--- src/rtl/mips_multicycle.sv ---
// Multi-cycle MIPS-subset core: one shared req/ready memory port, FSM paced by a clock-enable tick.
// Optional feature: define MIPS_MC_ALIGN_CHECK_EN to halt on misaligned fetch or lw/sw addresses.
module mips_multicycle #(
    parameter logic [31:0] RESET_PC = 32'h0000_0000,
    parameter int unsigned TICK_DIV = 0
) (
    input  logic        clk,
    input  logic        rst,
    output logic        mem_req,
    output logic        mem_we,
    output logic [31:0] mem_addr,
    output logic [31:0] mem_wdata,
    input  logic [31:0] mem_rdata,
    input  logic        mem_ready,
    output logic        halted,
    output logic [31:0] dbg_pc
);
    typedef enum logic [2:0] {
        StBoot, StFetch, StDecode, StExec, StMem, StWb, StHalt
    } state_e;

    localparam logic [5:0] OpRtype = 6'h00, OpJ = 6'h02, OpBeq = 6'h04, OpBne = 6'h05;
    localparam logic [5:0] OpAddi = 6'h08, OpAddiu = 6'h09, OpSlti = 6'h0A, OpAndi = 6'h0C;
    localparam logic [5:0] OpOri = 6'h0D, OpLui = 6'h0F, OpLw = 6'h23, OpSw = 6'h2B;
    localparam logic [5:0] FnSll = 6'h00, FnSrl = 6'h02, FnAdd = 6'h20, FnAddu = 6'h21;
    localparam logic [5:0] FnSub = 6'h22, FnSubu = 6'h23, FnAnd = 6'h24, FnOr = 6'h25;
    localparam logic [5:0] FnSlt = 6'h2A;

    state_e      state_q, state_d;
    logic [31:0] cnt_q, cnt_d;
    logic [31:0] pc_q, pc_d;
    logic [31:0] ir_q, ir_d;
    logic [31:0] a_q, a_d;
    logic [31:0] b_q, b_d;
    logic [31:0] res_q, res_d;
    logic [31:0] tgt_q, tgt_d;
    logic [31:0] rf_q [32];

    logic        tick;
    logic        rf_we;
    logic [4:0]  rf_waddr;
    logic [31:0] alu;
    logic        insn_ok;
    logic        fetch_misalign;
    logic        data_misalign;

    logic [5:0]  opcode, funct;
    logic [4:0]  rs, rt, rd, shamt;
    logic [15:0] imm;
    logic [31:0] sext, zext;
    logic        is_ls, is_br, br_taken;

    assign opcode   = ir_q[31:26];
    assign rs       = ir_q[25:21];
    assign rt       = ir_q[20:16];
    assign rd       = ir_q[15:11];
    assign shamt    = ir_q[10:6];
    assign funct    = ir_q[5:0];
    assign imm      = ir_q[15:0];
    assign sext     = {{16{imm[15]}}, imm};
    assign zext     = {16'h0000, imm};
    assign is_ls    = (opcode == OpLw) || (opcode == OpSw);
    assign is_br    = (opcode == OpBeq) || (opcode == OpBne);
    assign br_taken = (opcode == OpBeq) ? (a_q == b_q) : (a_q != b_q);
    assign tick     = (cnt_q == TICK_DIV);
    assign cnt_d    = tick ? 32'd0 : cnt_q + 32'd1;

`ifdef MIPS_MC_ALIGN_CHECK_EN
    assign fetch_misalign = (pc_q[1:0] != 2'b00);
    assign data_misalign  = (alu[1:0] != 2'b00);
`else
    assign fetch_misalign = 1'b0;
    assign data_misalign  = 1'b0;
`endif

    always_comb begin
        insn_ok = 1'b0;
        case (opcode)
            OpRtype: insn_ok = funct inside {FnSll, FnSrl, FnAdd, FnAddu, FnSub, FnSubu,
                                             FnAnd, FnOr, FnSlt};
            OpJ, OpBeq, OpBne, OpAddi, OpAddiu, OpSlti, OpAndi, OpOri, OpLui, OpLw, OpSw:
                insn_ok = 1'b1;
            default: insn_ok = 1'b0;
        endcase
    end

    // add/sub never trap, so signed and unsigned variants share the adder.
    always_comb begin
        alu = 32'h0;
        if (opcode == OpRtype) begin
            case (funct)
                FnAdd, FnAddu: alu = a_q + b_q;
                FnSub, FnSubu: alu = a_q - b_q;
                FnAnd:         alu = a_q & b_q;
                FnOr:          alu = a_q | b_q;
                FnSlt:         alu = {31'h0, $signed(a_q) < $signed(b_q)};
                FnSll:         alu = b_q << shamt;
                FnSrl:         alu = b_q >> shamt;
                default:       alu = 32'h0;
            endcase
        end else begin
            case (opcode)
                OpAddi, OpAddiu, OpLw, OpSw: alu = a_q + sext;
                OpSlti:  alu = {31'h0, $signed(a_q) < $signed(sext)};
                OpAndi:  alu = a_q & zext;
                OpOri:   alu = a_q | zext;
                OpLui:   alu = {imm, 16'h0000};
                default: alu = 32'h0;
            endcase
        end
    end

    always_ff @(posedge clk or negedge rst) begin
        if (!rst) begin
            state_q <= StBoot;
        end else begin
            state_q <= state_d;
        end
    end

    always_comb begin
        state_d = state_q;
        if (tick) begin
            case (state_q)
                StBoot: state_d = StFetch;
                StFetch: begin
                    if (fetch_misalign) begin
                        state_d = StHalt;
                    end else if (mem_ready) begin
                        state_d = StDecode;
                    end
                end
                StDecode: state_d = insn_ok ? StExec : StHalt;
                StExec: begin
                    if (is_ls) begin
                        state_d = data_misalign ? StHalt : StMem;
                    end else if (is_br || (opcode == OpJ)) begin
                        state_d = StFetch;
                    end else begin
                        state_d = StWb;
                    end
                end
                StMem: begin
                    if (mem_ready) begin
                        state_d = (opcode == OpLw) ? StWb : StFetch;
                    end
                end
                StWb:    state_d = StFetch;
                StHalt:  state_d = StHalt;
                default: state_d = StHalt;
            endcase
        end
    end

    always_comb begin
        mem_req   = 1'b0;
        mem_we    = 1'b0;
        mem_addr  = 32'h0;
        mem_wdata = 32'h0;
        case (state_q)
            StFetch: begin
                mem_req  = !fetch_misalign;
                mem_addr = pc_q;
            end
            StMem: begin
                mem_req  = 1'b1;
                mem_we   = (opcode == OpSw);
                mem_addr = res_q;
            end
            default: ;
        endcase
`ifndef MIPS_MC_ALIGN_CHECK_EN
        mem_addr[1:0] = 2'b00;
`endif
        if (mem_we) begin
            mem_wdata = b_q;
        end
        halted = (state_q == StHalt);
        dbg_pc = pc_q;
    end

    // res_q holds the ALU result / address and is reused as the load data register.
    always_comb begin
        pc_d     = pc_q;
        ir_d     = ir_q;
        a_d      = a_q;
        b_d      = b_q;
        res_d    = res_q;
        tgt_d    = tgt_q;
        rf_we    = 1'b0;
        rf_waddr = 5'd0;
        if (tick) begin
            case (state_q)
                StFetch: begin
                    if (!fetch_misalign && mem_ready) begin
                        ir_d = mem_rdata;
                        pc_d = pc_q + 32'd4;
                    end
                end
                StDecode: begin
                    a_d   = rf_q[rs];
                    b_d   = rf_q[rt];
                    tgt_d = pc_q + {sext[29:0], 2'b00};
                end
                StExec: begin
                    res_d = alu;
                    if (is_br && br_taken) begin
                        pc_d = tgt_q;
                    end else if (opcode == OpJ) begin
                        pc_d = {pc_q[31:28], ir_q[25:0], 2'b00};
                    end
                end
                StMem: begin
                    if (mem_ready && (opcode == OpLw)) begin
                        res_d = mem_rdata;
                    end
                end
                StWb: begin
                    rf_we    = 1'b1;
                    rf_waddr = (opcode == OpRtype) ? rd : rt;
                end
                default: ;
            endcase
        end
    end

    always_ff @(posedge clk or negedge rst) begin
        if (!rst) begin
            cnt_q <= 32'd0;
            pc_q  <= RESET_PC;
            ir_q  <= 32'h0;
            a_q   <= 32'h0;
            b_q   <= 32'h0;
            res_q <= 32'h0;
            tgt_q <= 32'h0;
        end else begin
            cnt_q <= cnt_d;
            pc_q  <= pc_d;
            ir_q  <= ir_d;
            a_q   <= a_d;
            b_q   <= b_d;
            res_q <= res_d;
            tgt_q <= tgt_d;
        end
    end

    always_ff @(posedge clk or negedge rst) begin
        if (!rst) begin
            for (int i = 0; i < 32; i++) begin
                rf_q[i] <= 32'h0;
            end
        end else if (rf_we && (rf_waddr != 5'd0)) begin
            rf_q[rf_waddr] <= res_q;
        end
    end
endmodule
--- config.mk ---
export PLATFORM = sky130hd
export DESIGN_NAME = mips_multicycle
export DESIGN_NICKNAME = d
export VERILOG_FILES = /design/src/rtl/mips_multicycle.sv
export SDC_FILE = /design/constraint.sdc
export NUM_CORES = 2
export LEC_CHECK = 0
export CORE_UTILIZATION = 45
export CTS_BUF_LIST = sky130_fd_sc_hd__clkbuf_8
export CTS_CLUSTER_SIZE = 25
export DETAILED_ROUTE_END_ITERATION = 6
export PLACE_DENSITY = 0.64
export SYNTH_ARGS = -nofsm -noshare
export SYNTH_HDL_FRONTEND = slang
export SYNTH_SLANG_ARGS = --single-unit
--- constraint.sdc ---
create_clock -name clk -period 5 [get_ports clk]
set_clock_uncertainty 0.1 [all_clocks]
set_input_delay 0.75 -clock clk [delete_from_list [all_inputs] [get_ports clk]]
set_output_delay 0.75 -clock clk [all_outputs]
set_load 0.005 [all_outputs]
# Word level (Yosys, flattened, before mapping)
# Index checks and enable logic that the tools add are counted.
# Widths: inputs -> output; s select.
[totals] regBits=1251 inputBits=35 output_inout_bits=99 word_cells=158
[op_classes] addsub=6 n_lt_le_gt_ge=6 eq_ne=32 shifts=2 n_mux=37 n_bitwise=7 reduce_logical=27
[op_table] cell="$bwmux 1024" count=1
[op_table] cell="$mux 32" count=11
[op_table] cell="$bmux 32 s5" count=2
[op_table] cell="$pmux 32 s7" count=1
[op_table] cell="$pmux 32 s2" count=3
[op_table] cell="$demux 32 s5" count=1
[op_table] cell="$pmux 32 s5" count=1
[op_table] cell="$add 32x32->32" count=3
[op_table] cell="$eq 6x6->1 const B" count=9
[op_table] cell="$eq 6x4->1 const B" count=6
[op_table] cell="$add 32x1->32 const B" count=1
[op_table] cell="$add 32x3->32 const B" count=1
[op_table] cell="$and 32x16->32" count=1
[op_table] cell="$and 32x32->32" count=1
[op_table] cell="$eq 32x32->1" count=1
[op_table] cell="$logic_not 32->1" count=1
[op_table] cell="$lt 32x16->1" count=1
[op_table] cell="$lt 32x32->1" count=1
[op_table] cell="$ne 32x32->1" count=1
[op_table] cell="$or 32x16->32" count=1
[op_table] cell="$or 32x32->32" count=1
[op_table] cell="$shl 32x5->32" count=1
[op_table] cell="$shr 32x5->32" count=1
[op_table] cell="$sub 32x32->32" count=1
[op_table] cell="other kinds (29)" count=65

# Logic depth before layout (Yosys ltp)
[depth] depth_word=10 mapped_depth=16

# Worst setup path after synthesis
# No wires, ideal clock.
[synth_timing] path_kind="reg2reg" startpoint="register ir_q[15]" endpoint="register res_q[31]" t_arrival_ns=3.762 path_slack_ns=1.005 stages_incl_launch_ff=14 path_buffers=1 path_cell_list="dfrtp_1 > inv_1 > ha_1 > clkbuf_1 > nor2b_1 > o41ai_1 > a21oi_1 > or3_1 > o211ai_1 > a21oi_1 > o311a_1 > nor3_1 > a2bb2oi_1 > o31ai_1"
[synth_between] elab_chain_cells=4
[synth_rtl] element="start, declared" line_no="32" text="logic [31:0] ir_q, ir_d;"
[synth_rtl] element="start signal, assigned" line_no="239" text="ir_q <= ir_d;"
[synth_rtl] element="$add 32x32->32" line_no="103" text="OpAddi, OpAddiu, OpLw, OpSw: alu = a_q + sext;"
[synth_rtl] element="$pmux 32 s5 (*)" line_no="102" text="case (opcode)"
[synth_rtl] element="$mux 32 (*)" line_no="90" text="if (opcode == OpRtype) begin"
[synth_rtl] element="$pmux 32 s2 (*)" line_no="193" text="case (state_q)"
[synth_rtl] element="end signal, assigned" line_no="242" text="res_q <= res_d;"
[synth_rtl] element="end, declared" line_no="35" text="logic [31:0] res_q, res_d;"
# Mark *: on every way between the ends. The rest lies on a longest branch, timed or not.
# A chain may end at the register's enable or synchronous reset.

# Final worst setup path
[layout_timing] startpoint="register b_q[9]" endpoint="register res_q[24]"
[layout_between] elab_chain_cells=4 elab_cells_between_ends=7 classes_between="add/sub: 2; shift: 2; mux: 3"
[layout_rtl] element="start, declared" line_no="34" text="logic [31:0] b_q, b_d;"
[layout_rtl] element="start signal, assigned" line_no="233" text="b_q <= 32'h0;"
[layout_rtl] element="start signal, assigned" line_no="241" text="b_q <= b_d;"
[layout_rtl] element="$sub 32x32->32, or another cell as far along" line_no="93" text="FnSub, FnSubu: alu = a_q - b_q;"
[layout_rtl] element="$pmux 32 s7 (*)" line_no="91" text="case (funct)"
[layout_rtl] element="$mux 32 (*)" line_no="90"
[layout_rtl] element="$pmux 32 s2 (*)" line_no="193"
# Marks and branches as above.

==> run_results.csv <==
group,metric,value,unit
status,status,"finished with violations",
status,violations,"DRC, capacitance limit, slew limit",
clocking,cts_buffers,213,
timing,finalSetupTns,0,ns
global_routing,grt_pass1_wl,414900,um
final_layout,area_growth,12.56,%
routing,drt_first_pass_iters,7,
clocking,post_cts_buffers,0,
synthesis,yosys.area.top_type,"dfrtp_1",
timing,min_period_over_period,96.46,%
power_and_ir_drop,max-vdd-ir-drop,0.6474,mV
worst_setup_path,cpLargestDelayFamily,"compound AO/OA/AOI/OAI gates",
worst_setup_path,slowest_stage,"o21ai_0",
worst_setup_path,slowest_delay,0.60,ns
routing,detail_route.wl_per_cell,33.36,um
synthesis,yosysMostFrequentCell,"dfrtp_1",
clocking,cts_tree,"done",
clocking,clk_latency,1.00,ns
global_routing,grt_usage,33.11,%
die,core,169500,um^2
synthesis,yosys_warnings,0,
synthesis,synthFlopType,"dfrtp_1",
synthesis,synth_commonest_cells,"1251 x dfrtp_1, 1037 x mux2_2, 687 x mux4_2",
routing,drc,1,
worst_setup_path,cp_cell_sequence,"inv_1 -> ha_1 -> nor3_1 -> nand2_1 -> o21ai_0 -> o21ai_0 -> a21oi_1 -> a41oi_1 -> a211oi_1 -> xnor2_1 -> a221oi_1 -> buf_4 -> nor3_1",
synthesis,ys_seq_area_share,40.70,%
routing,drt-total-wl,286200,um
synthesis,avgSynthCellArea,12.63,um^2
routing,first_iter_violations,6748,
die,start_util,45.39,%
die,die_h,415.4,um
routing,ant_nets,0,
worst_setup_path,worstSetupPathType,"flip-flop to flip-flop",
timing,relSlewSlack,-1.298,%
power_and_ir_drop,p_per_area,676.3,nW/um^2
global_routing,overflow,0,
power_and_ir_drop,power,58.55,mW
die,fp.dieW,415.4,um
clocking,cts.sinks,1251,
timing,hold_viol,0,
synthesis,synth_top_area_share,40.70,%
synthesis,netlist_area,76920,um^2
worst_setup_path,crit_path_end_kind,"flip-flop",
synthesis,synth_cell_type_count,84,
worst_setup_path,cp-start-kind,"flip-flop",
global_routing,grt_pass1_vias,57045,
timing,grt_setup_unrepaired,"no",
synthesis,ys_seq_elements,1251,
global_routing,grt_max_degree,168,
synthesis,async_flop_share,100.0,%
worst_setup_path,cp_max_fo,11,
clocking,htree_levels,4,
global_routing,antenna_found_initial,29,
timing,clock.fmax,207.3,MHz
final_layout,drive_gt1_share,38.35,%
timing,finalMaxSlewViolations,35,
timing,final-setup-viol-count,0,
synthesis,synth_area_leaders,"dfrtp_1 41%, mux4_2 20%, mux2_2 15%",
routing,vias,57189,
placed_design,hpwl,190900,um
worst_setup_path,arrival,5.58,ns
clocking,cts_buffer_depth,3,
die,std_cell_rows,151,
clocking,clk_pin_slew,0.06,ns
die,ios,134,
placed_design,portBuffers,131,
synthesis,synth_edf_count,0,
job,drv_cap,1,
die,die_area,172600,um^2
timing,min_period,4.823,ns
clocking,cts_root_buffer,"clkbuf_8",
final_layout,nNetsFinal,6451,
placed_design,gp_congestion,1.050,
power_and_ir_drop,p_leak,38.60,nW
worst_setup_path,path_buf_inv,2,
synthesis,synthesis.instances,6091,
timing,worst-slew-pin-transition,1.519,ns
min_path,hold_class,"input pin to async pin",
routing,vias_per_cell,6.667,
worst_setup_path,worstPathRequired,5.76,ns
[power by group]
| group | total (mW) | internal (mW) | switching [mW] |
|---|---|---|---|
| Clock | 9.52 | 5.07 | 4.45 |
| Combinational | 32.4 | 13.6 | 18.8 |
| Sequential | 16.6 | 13.1 | 3.55 |
[state kept, by name, indices dropped and copies added, names as in the netlist]
signal and flops:
cnt_q 32, a_q 32, dbg_pc 32, state_q 3, ir_q 32, res_q 32
tgt_q 32, b_q 32, rf_q 1024
[through the flow]
stage / setup slack, ns / area (um^2) / hold slack (ns) / utilization [%] / cells
2_1_floorplan: 1.005 / 76920 / 0.3413 / - / 6092
3_3_place_gp: 0.4619 / 82200 / 0.2763 / 48.50 / 8192
3_5_place_dp: 0.3770 / 82200 / 0.2833 / 48.50 / 8192
4_1_cts: 0.04019 / 86550 / 0.2396 / 51.07 / 8570
5_1_grt: 0.01503 / 86570 / 0.2576 / 51.08 / 8574
6_report: 0.1770 / 86580 / 0.2453 / 51.09 / 8578
[worst paths after layout]
| path | startpoint | endpoint | slack (ns) | cells after the start |
|---|---|---|---|---|
| max in group asynchronous | rst | rf_q[625] | 3.08 | 3 |
| min in group clk | rf_q[1008] | rf_q[1008] | 0.30 | 0 |
| max | b_q[9] | res_q[24] | 0.18 | 13 |
| min reg2reg | rf_q[1008] | rf_q[1008] | 0.30 | 0 |
| min | rst | rf_q[885] | 0.25 | 2 |
| max reg2reg | b_q[9] | res_q[24] | 0.18 | 13 |
[cell type report]
type | instances | area [um^2]
Sequential cell | 1251 | 31350
Timing Repair Buffer | 450 | 4464
Antenna cell | 8 | 20.02
Tap cell | 2218 | 2775
Fill cell | 14451 | 82890
Clock buffer | 272 | 3744
Inverter | 144 | 545.5
Multi-Input combinational cell | 4130 | 43080
Clock inverter | 105 | 601.8
[per-layer routing]
metal | vias to the layer above | share of wire [%] | track usage, %
li1 | 23330 | - | -
met1 | 29873 | 39 | 43.33
met2 | 3164 | 45 | 50.05
met3 | 804 | 9.4 | 8.253
met4 | 18 | 6.7 | 19.28
met5 | - | 0.042 | 0
[kinds of logic after synthesis]
logic type	share of synthesized area [%]
AO/OA/AOI/OAI	7.749
XOR/XNOR	1.230
adder cells (fa/ha/maj)	3.715
buffers and inverters	3.616
flip-flops	40.70
multiplexers	37.11
other	0.004875
AND/OR/NAND/NOR	5.874
[placed cells by master, fill, tap and decap left out, drive strengths merged, types with 21 or more instances in the layout]
cell and n:
clkdlybuf4s50 130, xnor2 83, a21oi 256, nand4 25, nand3 62, inv 222, o22ai 32, o21ai 294
nor4 23, o21bai 28, a211oi 36, o211ai 27, mux4 687, clkbuf 272, nor3 111, a221oi 23
nor2 268, xor2 25, clkinv 23, o31ai 29, and3 23, a31oi 24, buf 319, mux2i 136
nand2b 26, a22o 37, a21o 51, nand2 326, ha 222, or3 31, nor2b 21, dfrtp 1251
mux2 1040
[repair_timing]
item,CTS,global route
hold buffers,1,0
resized for setup,0,1
endpoints found under the setup margin,0,3
endpoints found under the hold margin,75,0
Note: power is estimated with default switching activity, not from simulation.
